`config.mk`:
```
export PLATFORM = sky130hd
export DESIGN_NAME = btn_conditioner
export DESIGN_NICKNAME = d
export VERILOG_FILES = /design/src/rtl/btn_conditioner.sv
export SDC_FILE = /design/constraint.sdc
export NUM_CORES = 1
export LEC_CHECK = 0
export ABC_AREA = 1
export BUFFER_PORTS_ARGS = -buffer_cell sky130_fd_sc_hd__buf_2
export CORE_ASPECT_RATIO = 1.2
export CORE_UTILIZATION = 62
export DETAILED_ROUTE_END_ITERATION = 8
export PLACE_DENSITY = 0.82
export SYNTH_ARGS = -nofsm -noshare
export SYNTH_HDL_FRONTEND = slang
export SYNTH_SLANG_ARGS = --single-unit
```
`constraint.sdc`:
```
create_clock -name clk -period 2.2 [get_ports clk]
set_input_delay 0.33 -clock clk [delete_from_list [all_inputs] [get_ports clk]]
set_output_delay 0.33 -clock clk [all_outputs]
set_load 0.02 [all_outputs]
```
`src/rtl/btn_conditioner.sv`:
```
// Push-button conditioning: two-flop synchronizer, debounce, press/release pulses
// and optional per-button auto-repeat press pulses while a button is held.
module btn_conditioner #(
    parameter int unsigned N_BTN         = 5,
    parameter int unsigned DEBOUNCE_CYC  = 2_000_000,
    parameter int unsigned REPEAT_DELAY  = 50_000_000,
    parameter int unsigned REPEAT_PERIOD = 20_000_000
) (
    input  logic             clk,
    input  logic             rst_n,
    input  logic [N_BTN-1:0] btn_raw,
    input  logic [N_BTN-1:0] repeat_en,
    output logic [N_BTN-1:0] btn_level,
    output logic [N_BTN-1:0] btn_press,
    output logic [N_BTN-1:0] btn_release,
    output logic             any_press
);

    localparam int unsigned DEB_W   = (DEBOUNCE_CYC > 1) ? $clog2(DEBOUNCE_CYC) : 1;
    localparam int unsigned REP_MAX = (REPEAT_DELAY > REPEAT_PERIOD) ? REPEAT_DELAY
                                                                     : REPEAT_PERIOD;
    localparam int unsigned REP_W   = (REP_MAX > 1) ? $clog2(REP_MAX) : 1;

    localparam logic [DEB_W-1:0] DEB_LAST    = DEB_W'(DEBOUNCE_CYC - 1);
    localparam logic [REP_W-1:0] DELAY_LAST  = REP_W'(REPEAT_DELAY - 1);
    localparam logic [REP_W-1:0] PERIOD_LAST = REP_W'(REPEAT_PERIOD - 1);

    typedef enum logic [1:0] {
        StIdle,
        StHold,
        StRepeat
    } rep_state_e;

    logic [N_BTN-1:0] s1_q;
    logic [N_BTN-1:0] s2_q;
    logic [N_BTN-1:0] level_d;
    logic [N_BTN-1:0] press_d;
    logic [N_BTN-1:0] release_d;

    always_ff @(posedge clk or negedge rst_n) begin
        if (!rst_n) begin
            s1_q        <= '0;
            s2_q        <= '0;
            btn_level   <= '0;
            btn_press   <= '0;
            btn_release <= '0;
            any_press   <= 1'b0;
        end else begin
            s1_q        <= btn_raw;
            s2_q        <= s1_q;
            btn_level   <= level_d;
            btn_press   <= press_d;
            btn_release <= release_d;
            any_press   <= |press_d;
        end
    end

    for (genvar i = 0; i < N_BTN; i++) begin : g_btn
        logic [DEB_W-1:0] deb_cnt_q;
        logic [DEB_W-1:0] deb_cnt_d;
        logic [REP_W-1:0] rep_cnt_q;
        logic [REP_W-1:0] rep_cnt_d;
        rep_state_e       state_q;
        rep_state_e       state_d;
        logic             rise;
        logic             fall;
        logic             fire;

        always_ff @(posedge clk or negedge rst_n) begin
            if (!rst_n) begin
                deb_cnt_q <= '0;
                rep_cnt_q <= '0;
                state_q   <= StIdle;
            end else begin
                deb_cnt_q <= deb_cnt_d;
                rep_cnt_q <= rep_cnt_d;
                state_q   <= state_d;
            end
        end

        // Any sample matching the current level restarts the stability count.
        always_comb begin
            deb_cnt_d = deb_cnt_q;
            rise      = 1'b0;
            fall      = 1'b0;
            if (s2_q[i] == btn_level[i]) begin
                deb_cnt_d = '0;
            end else if (deb_cnt_q == DEB_LAST) begin
                deb_cnt_d = '0;
                rise      = s2_q[i];
                fall      = ~s2_q[i];
            end else begin
                deb_cnt_d = deb_cnt_q + DEB_W'(1);
            end
        end

        always_comb begin
            state_d   = state_q;
            rep_cnt_d = rep_cnt_q;
            fire      = 1'b0;
            unique case (state_q)
                StIdle: begin
                    if (rise) begin
                        state_d   = StHold;
                        rep_cnt_d = '0;
                    end
                end
                StHold: begin
                    if (!repeat_en[i]) begin
                        rep_cnt_d = '0;
                    end else if (rep_cnt_q == DELAY_LAST) begin
                        fire      = 1'b1;
                        rep_cnt_d = '0;
                        state_d   = StRepeat;
                    end else begin
                        rep_cnt_d = rep_cnt_q + REP_W'(1);
                    end
                end
                StRepeat: begin
                    if (!repeat_en[i]) begin
                        state_d   = StHold;
                        rep_cnt_d = '0;
                    end else if (rep_cnt_q == PERIOD_LAST) begin
                        fire      = 1'b1;
                        rep_cnt_d = '0;
                    end else begin
                        rep_cnt_d = rep_cnt_q + REP_W'(1);
                    end
                end
                default: begin
                    state_d   = StIdle;
                    rep_cnt_d = '0;
                end
            endcase
            // A release accepted on the same edge suppresses a pending repeat.
            if (fall) begin
                state_d   = StIdle;
                rep_cnt_d = '0;
                fire      = 1'b0;
            end
        end

        assign level_d[i]   = btn_level[i] ^ (rise | fall);
        assign press_d[i]   = rise | fire;
        assign release_d[i] = fall;
    end

endmodule
```
==> metrics, run 1 <==
status finished clean; H-tree depth 1; Iteration-0 DRC Markers 1170; Switching Power 2.20 mW; Ys Warns 0; Yosys reg bits 271; wire per inst 14.0 um; slew margin rel. 61.4%; Crit Path Class reg -> reg; part of the Yosys area used for sequential elements 40.0%; Syn-to-layout area delta 9.77%; Final Critical Period 2020 ps; Worst-Skew Late Latency 550 ps; FF-to-FF Start g_btn[4].deb_cnt_q[0]; DR top layer met4; cell count of the worst reg-to-reg path 10; mapped cell area 17000 um2; max-slew violations 0; crit path from g_btn[4].deb_cnt_q[0]; Worst setup SP type flop; initial antenna violation count 0; Post-synth EDFFs 0; CTS buffer count 29; first-pass GRT wire length 67000 um; Core Region 27000 um2; vias 15.4k; 1st-pass router iterations 7; Internal 8.22 mW; # rows 66; crit-path max FO 7; RSZ-0062 raised after global routing false; vias in the first global route 15.2k; Post-Place Setup Slack 133 ps; commonest cells after routing, fill and taps aside 527 x nand2_1, 380 x nor2_1, 301 x inv_1, 270 x dfrtp_1, 160 x nand3_1; Setup TNS Final 0 ps; Port Buf Inserts 27; sw frac 21.1%; highest ir drop seen on vdd 0.000616 V; Hold Path Class in -> reg; CTS tree built; share of cells above drive strength 1 10.8%; DRT antenna net count 0; LEAKAGE 8.83 nW; Post-DP HPWL 28500 um; CTS clk-pin slew, worst paths 60 ps; Sequential Power Share 48.4%; GRT Util Overall 28.3%; Layout Skew 10.9 ps; metal2 WL 19400 um; largest net degree at the start of global routing 54; CP arrival 2490 ps; Fmax 496 MHz; Die W 153 um; CP Capture Type flop; grt total ovfl 0; fin crit share 91.7%; number of remaining DRC errors 0; clk root buf clkbuf_16; Worst Path Required 2670 ps; Post-Layout Cell Count 2768; met3 wire len 1600 um; gpl congestion 0.931; Die Ht 183 um; combinational share of power 2.5%; cells after synthesis 2348; Final setup violation count 0; Post-Syn Nets 2394; Distinct cells, synth 48; placed cell count 2708; Clock Path Buffers 3; worst r2r dst g_btn[4].deb_cnt_q[19]; Die Footprint 28000 um2; Top FF cell, synth dfrtp_1; cell area power density 560 nW/um2; diode count 0; Initial Utilization 62.8%; clock group share of total power 49.2%; final hold vios 0; clk sink count 271; vias per cell 5.57; fraction of registers with async set/reset 100%; drt total wl 38800 um; reg2reg setup slack 180 ps; # IOs 28; met1 WL 16200 um; Final #Nets 2454; Syn Area/Cell 7.23 um2; MaxCap Viol Count 0; worst setup margin 182 ps; commonest non-fill, non-tap cell in the layout nand2_1; worst slew pin tran 572 ps; Critical Path End g_btn[4].deb_cnt_q[19]
## worst min-delay path by stage
stage                  from                      to  slack, ps  cells past startpoint
3_3_place_gp          rst_n  g_btn[3].deb_cnt_q[10]        290                      1
5_1_grt        repeat_en[4]   g_btn[4].rep_cnt_q[1]         90                      3
3_5_place_dp          rst_n  g_btn[3].deb_cnt_q[10]        280                      1
6_report       repeat_en[4]   g_btn[4].rep_cnt_q[1]        100                      3
4_1_cts        repeat_en[4]   g_btn[4].rep_cnt_q[1]         80                      3
2_1_floorplan         rst_n               async pin         30                      0
## cell families after synthesis
family                   Yosys count  synth area share (%)
AND/OR/NAND/NOR                 1435                  39.4
buffers and inverters            361                  9.20
flip-flops                       271                  40.0
AO/OA/AOI/OAI                    198                  6.45
XOR/XNOR                          49                  2.53
adder cells (fa/ha/maj)           34                  2.51
## power by group through the flow
stage,combinational (mW),sequential (mW),clock [mW]
after floorplan,0.0909,5.13,0
after global placement,0.252,5.13,0
after detailed placement,0.258,5.13,0
after CTS,0.268,5.04,5.22
after global routing,0.306,5.04,5.43
final,0.260,5.04,5.12
## metrics by stage
step | util (%) | total power [mW] | hold slack (ps) | area, um2
floorplan | - | 5.22 | 34.4 | 17000
global placement | 64.8 | 5.38 | 288 | 17500
detailed placement | 64.8 | 5.39 | 279 | 17500
CTS | 68.7 | 10.5 | 79.7 | 18600
global route | 69.0 | 10.8 | 91.0 | 18600
finish | 69.0 | 10.4 | 97.2 | 18600
## state kept, by name, indices dropped and copies added, names as in the netlist, named ones only
| register | count |
|---|---|
| s1_q | 5 |
| any_press | 1 |
| s2_q | 5 |
| btn_release | 5 |
| g_btn.deb_cnt_q | 105 |
| g_btn.state_q | 10 |
| g_btn.rep_cnt_q | 130 |
| btn_press | 5 |
## cell type report
cell class / count / area [um2]
multi-input cells: 1716 / 8650
fillers: 2247 / 8370
flip-flops and latches: 271 / 6780
inverters: 325 / 1230
clock buffers: 41 / 851
repair buffers: 65 / 524
well taps: 340 / 425
clock inverters: 10 / 156
## worst max-delay path: stages (launching register included)
cell     delay, ps
dfrtp_1        400
ha_1           220
nand2_1        120
nor2_2          50
nand2_1        150
nor2_4          70
nand2_1        130
nand2_1        200
inv_1          270
o21ai_0        170
a21oi_1        160
## synthesized netlist by cell type (all sizes together) (7+ instances only)
master / n / area, um2
nand3: 174 / 941
nor3b: 9 / 77.6
nand2: 558 / 2210
ha: 34 / 425
inv: 323 / 1220
a211oi: 7 / 52.6
o21a: 10 / 75.1
nor3: 107 / 598
nand3b: 9 / 67.6
dfrtp: 271 / 6780
nor2: 448 / 1940
nor4: 16 / 119
nand4: 104 / 666
buf: 34 / 322
a21oi: 76 / 380
o21ai: 75 / 375
xor2: 46 / 403
a31oi: 14 / 87.6
## per-layer routing
metal	GRT usage, %	up-vias
met2	51.1	391
met3	3.54	131
met5	0	-
met1	33.4	7194
met4	13.0	0
li1	-	7709
## what timing repair did
action | CTS | global route
setup buffers | 0 | 3
endpoints found under the hold margin | 51 | 0
setup endpoints to repair | 0 | 36
hold buffers | 6 | 0
resized for setup | 0 | 12
Note: power is estimated with default switching activity, not from simulation.
==> run 2: changes to the inputs <==
ABC_AREA = 0   (was 1)
==> run 2 against run 1 <==
The flow now finishes with violations (setup timing). First-iteration DRC count grew 35%. Non-clock buffer count grew 248. Clock-buffer cell count grew 1. Total power grew 5.7%. Register-to-register slack lost 450 ps. Cell count shrank 23%. Setup slack lost 450 ps. Sequential power grew 1%. Die area shrank 16%. Critical endpoint is now g_btn[0].rep_cnt_q[24].
==> metrics, run 2 <==
status finished with violations; failing checks setup timing; gpl congestion 0.947 (+1.8%); clk sink count 271 (unchanged); Worst setup SP type flop; worst r2r dst g_btn[0].rep_cnt_q[24]; cell count of the worst reg-to-reg path 8 (-2); slew margin rel. 61.1% (-0.31 points); CTS tree built; diode count 0 (unchanged); cell area power density 580 nW/um2 (+3.7%); Worst Min Path Start repeat_en[4]; hold depth 4 (+1); Worst-Skew Late Latency 550 ps (about the same); Worst Path Required 2630 ps (-40 ps); GRT Util Overall 32.2% (+4.0 points); largest stage delay on the critical path 440 ps (+40 ps); Post-DP HPWL 24200 um (-15%); sequence of cells on the critical path nor4b_4 -> nand4_1 -> buf_4 -> o31a_1 -> or3_4 -> nor3_2 -> xnor2_1 -> nor2_1; crit-path max FO 3 (-4); Crit path buffers/inverters 1 (unchanged); Die W 140 um (-8.2%); Post-synth EDFFs 0 (unchanged); Synth top area share 47.5% (+7.6 points); grt total ovfl 0 (unchanged); fraction of registers with async set/reset 100% (unchanged); mapped cell area 14300 um2 (-16%); Top FF cell, synth dfrtp_1; CTS buffer count 28 (-3.4%); top cell type by total area after synthesis dfrtp_1; vias 14.4k (-6.9%); Clock Path Buffers 3 (unchanged); Final setup violation count 114 (+114); Port Buf Inserts 27 (unchanged); Die Footprint 23600 um2 (-16%); CP arrival 2900 ps (+410 ps); Iteration-0 DRC Markers 1578 (+35%); Syn Area/Cell 9.27 um2 (+28%); commonest cells after routing, fill and taps aside 270 x dfrtp_1, 242 x buf_4, 201 x nor2_1, 152 x nand2_1, 100 x xor2_1; Distinct cells, synth 72 (+50%); # IOs 28 (unchanged); cells after synthesis 1539 (-34%); Crit Path Class reg -> reg; Top Registers g_btn.rep_cnt_q x130, g_btn.deb_cnt_q x105, g_btn.state_q x10; 1st-pass router iterations 7 (unchanged); CP Capture Type flop; part of the Yosys area used for sequential elements 47.5% (+7.6 points); DRT antenna net count 0 (unchanged); reg2reg setup slack -270 ps (-450 ps); Synth area leaders dfrtp_1 48%, xor2_1 6.2%, nor2_1 5.7%, nand2_1 4.2%, nand3_1 3.6%; CTS clk-pin slew, worst paths 70 ps (about the same); highest ir drop seen on vdd 0.000705 V (+15%); worst setup margin -268 ps (-450 ps); H-tree depth 1 (unchanged); Final Critical Period 2470 ps (+450 ps); top post-synthesis cells by count 271 x dfrtp_1, 216 x nor2_1, 160 x nand2_1, 103 x nand3_1, 101 x xor2_1; fin crit share 112% (+20 points); MaxCap Viol Count 0 (unchanged); max-slew violations 0 (unchanged); worst slew pin tran 578 ps (+5.30 ps); Pwr Total 11.0 mW (+5.7%); Post-Syn Nets 1585 (-34%); vias per cell 6.69 (+20%); vias in the first global route 13.3k (-12%); Fmax 405 MHz (-18%); Most flops, register g_btn.rep_cnt_q; Syn-to-layout area delta 33.1%; Initial Utilization 63.4% (+0.51 points); RSZ-0062 raised after global routing true; Core Region 22500 um2 (-17%); initial antenna violation count 0 (unchanged); largest net degree at the start of global routing 68 (+26%); fin area 19000 um2 (+1.9%); # rows 60 (-9.1%); clk root buf clkbuf_16; Largest delay share family, worst path simple AND/OR/NAND/NOR gates; drt total wl 45000 um (+16%); wire per inst 21.0 um (+50%); Placed Area 16500 um2 (-5.8%); FF-to-FF Start g_btn[0].deb_cnt_q[7]; count leader, synth dfrtp_1; final hold vios 0 (unchanged); Max stage delay cell, worst path dfrtp_1; share of cells above drive strength 1 29.3% (+18 points); Die Ht 168 um (-8.2%); hold slack 232 ps (+135 ps); first-pass GRT wire length 62700 um (-6.4%); max reg flops 130 (unchanged); LEAKAGE 8.27 nW (-6.3%); Layout Skew 14.2 ps (+3.29 ps); Hold Path Class in -> reg; number of remaining DRC errors 0 (unchanged); Final #Nets 1890 (-23%); Ys Warns 0 (unchanged); commonest non-fill, non-tap cell in the layout dfrtp_1; sink of the worst hold path g_btn[4].state_q[1]; Yosys reg bits 271 (unchanged)
run 2: cell families (layout without fill, tap and decap cells):
group	count (synthesis)	count (layout)	share of synthesized area, %
and+or+nand+nor	782	784	28.1
DFF	271	271	47.5
AOI/OAI and AO/OA	221	222	9.92
xor gates and xnor gates	147	147	9.02
buffers and inverters	81	405	2.24
adders and majority gates	34	34	2.98
muxes	3	3	0.219
run 2: tightest hold or removal path, delay by kind of cell:
| family | cells | cell delay (ps) |
|---|---|---|
| AOI/OAI and AO/OA | 2 | 170 |
| buffers and inverters | 1 | 120 |
| and+or+nand+nor | 1 | 110 |
run 2: how the worst max path moves through the flow:
stage / from / to / slack, ps / cells past startpoint
5_1_grt: g_btn[4].deb_cnt_q[9] / g_btn[4].rep_cnt_q[23] / -480 / 7
2_1_floorplan: g_btn[3].deb_cnt_q[9] / g_btn[3].rep_cnt_q[23] / -80 / 7
6_report: g_btn[0].deb_cnt_q[7] / g_btn[0].rep_cnt_q[24] / -270 / 8
3_5_place_dp: g_btn[0].rep_cnt_q[17] / g_btn[0].rep_cnt_q[9] / -190 / 9
4_1_cts: g_btn[3].deb_cnt_q[11] / g_btn[3].rep_cnt_q[25] / -190 / 7
3_3_place_gp: g_btn[2].rep_cnt_q[0] / g_btn[2].rep_cnt_q[4] / -50 / 7
run 2: through the flow:
stage	std cells	TNS, ps	util, %	setup WS (ps)
after floorplan	1539	-157	-	-78.8
after global placement	2028	-501	73.2	-46.7
after detailed placement	2028	-10610	73.2	-193
after CTS	2117	-3610	80.3	-192
after global routing	2145	-23720	84.3	-477
final	2145	-11660	84.3	-268
run 2: layout make-up:
cell class | instances | area (um2)
Tap cell | 279 | 349
Multi-Input combinational cell | 1190 | 8230
Timing Repair Buffer | 313 | 2520
Sequential cell | 271 | 6780
Fill cell | 1035 | 3530
Inverter | 40 | 150
Clock buffer | 42 | 865
Clock inverter | 10 | 100
run 2: layer usage:
metal | GRT usage, % | wire length (um) | up-vias
met2 | 58.4 | 22800 | 990
met4 | 12.9 | 2550 | 0
met3 | 3.75 | 3250 | 308
met5 | 0 | 0 | -
li1 | - | - | 6087
met1 | 39.1 | 16400 | 6968
run 2: timing repair:
action | 4_1_cts | 5_1_grt
setup buffers | 31 | 29
hold buffers | 6 | 0
endpoints found under the hold margin | 66 | 0
gates resized for setup | 81 | 196
gates cloned | 2 | 2
endpoints found under the setup margin | 128 | 157
pin swaps | 56 | 88
run 2: report_power, final:
group | internal [mW] | switching [mW] | leakage (nW) | total, mW
clock network | 2.94 | 2.02 | 0.486 | 4.96
registers | 5.04 | 0.0542 | 3.58 | 5.09
logic | 0.378 | 0.586 | 4.21 | 0.964
total | 8.35 | 2.66 | 8.27 | 11.0
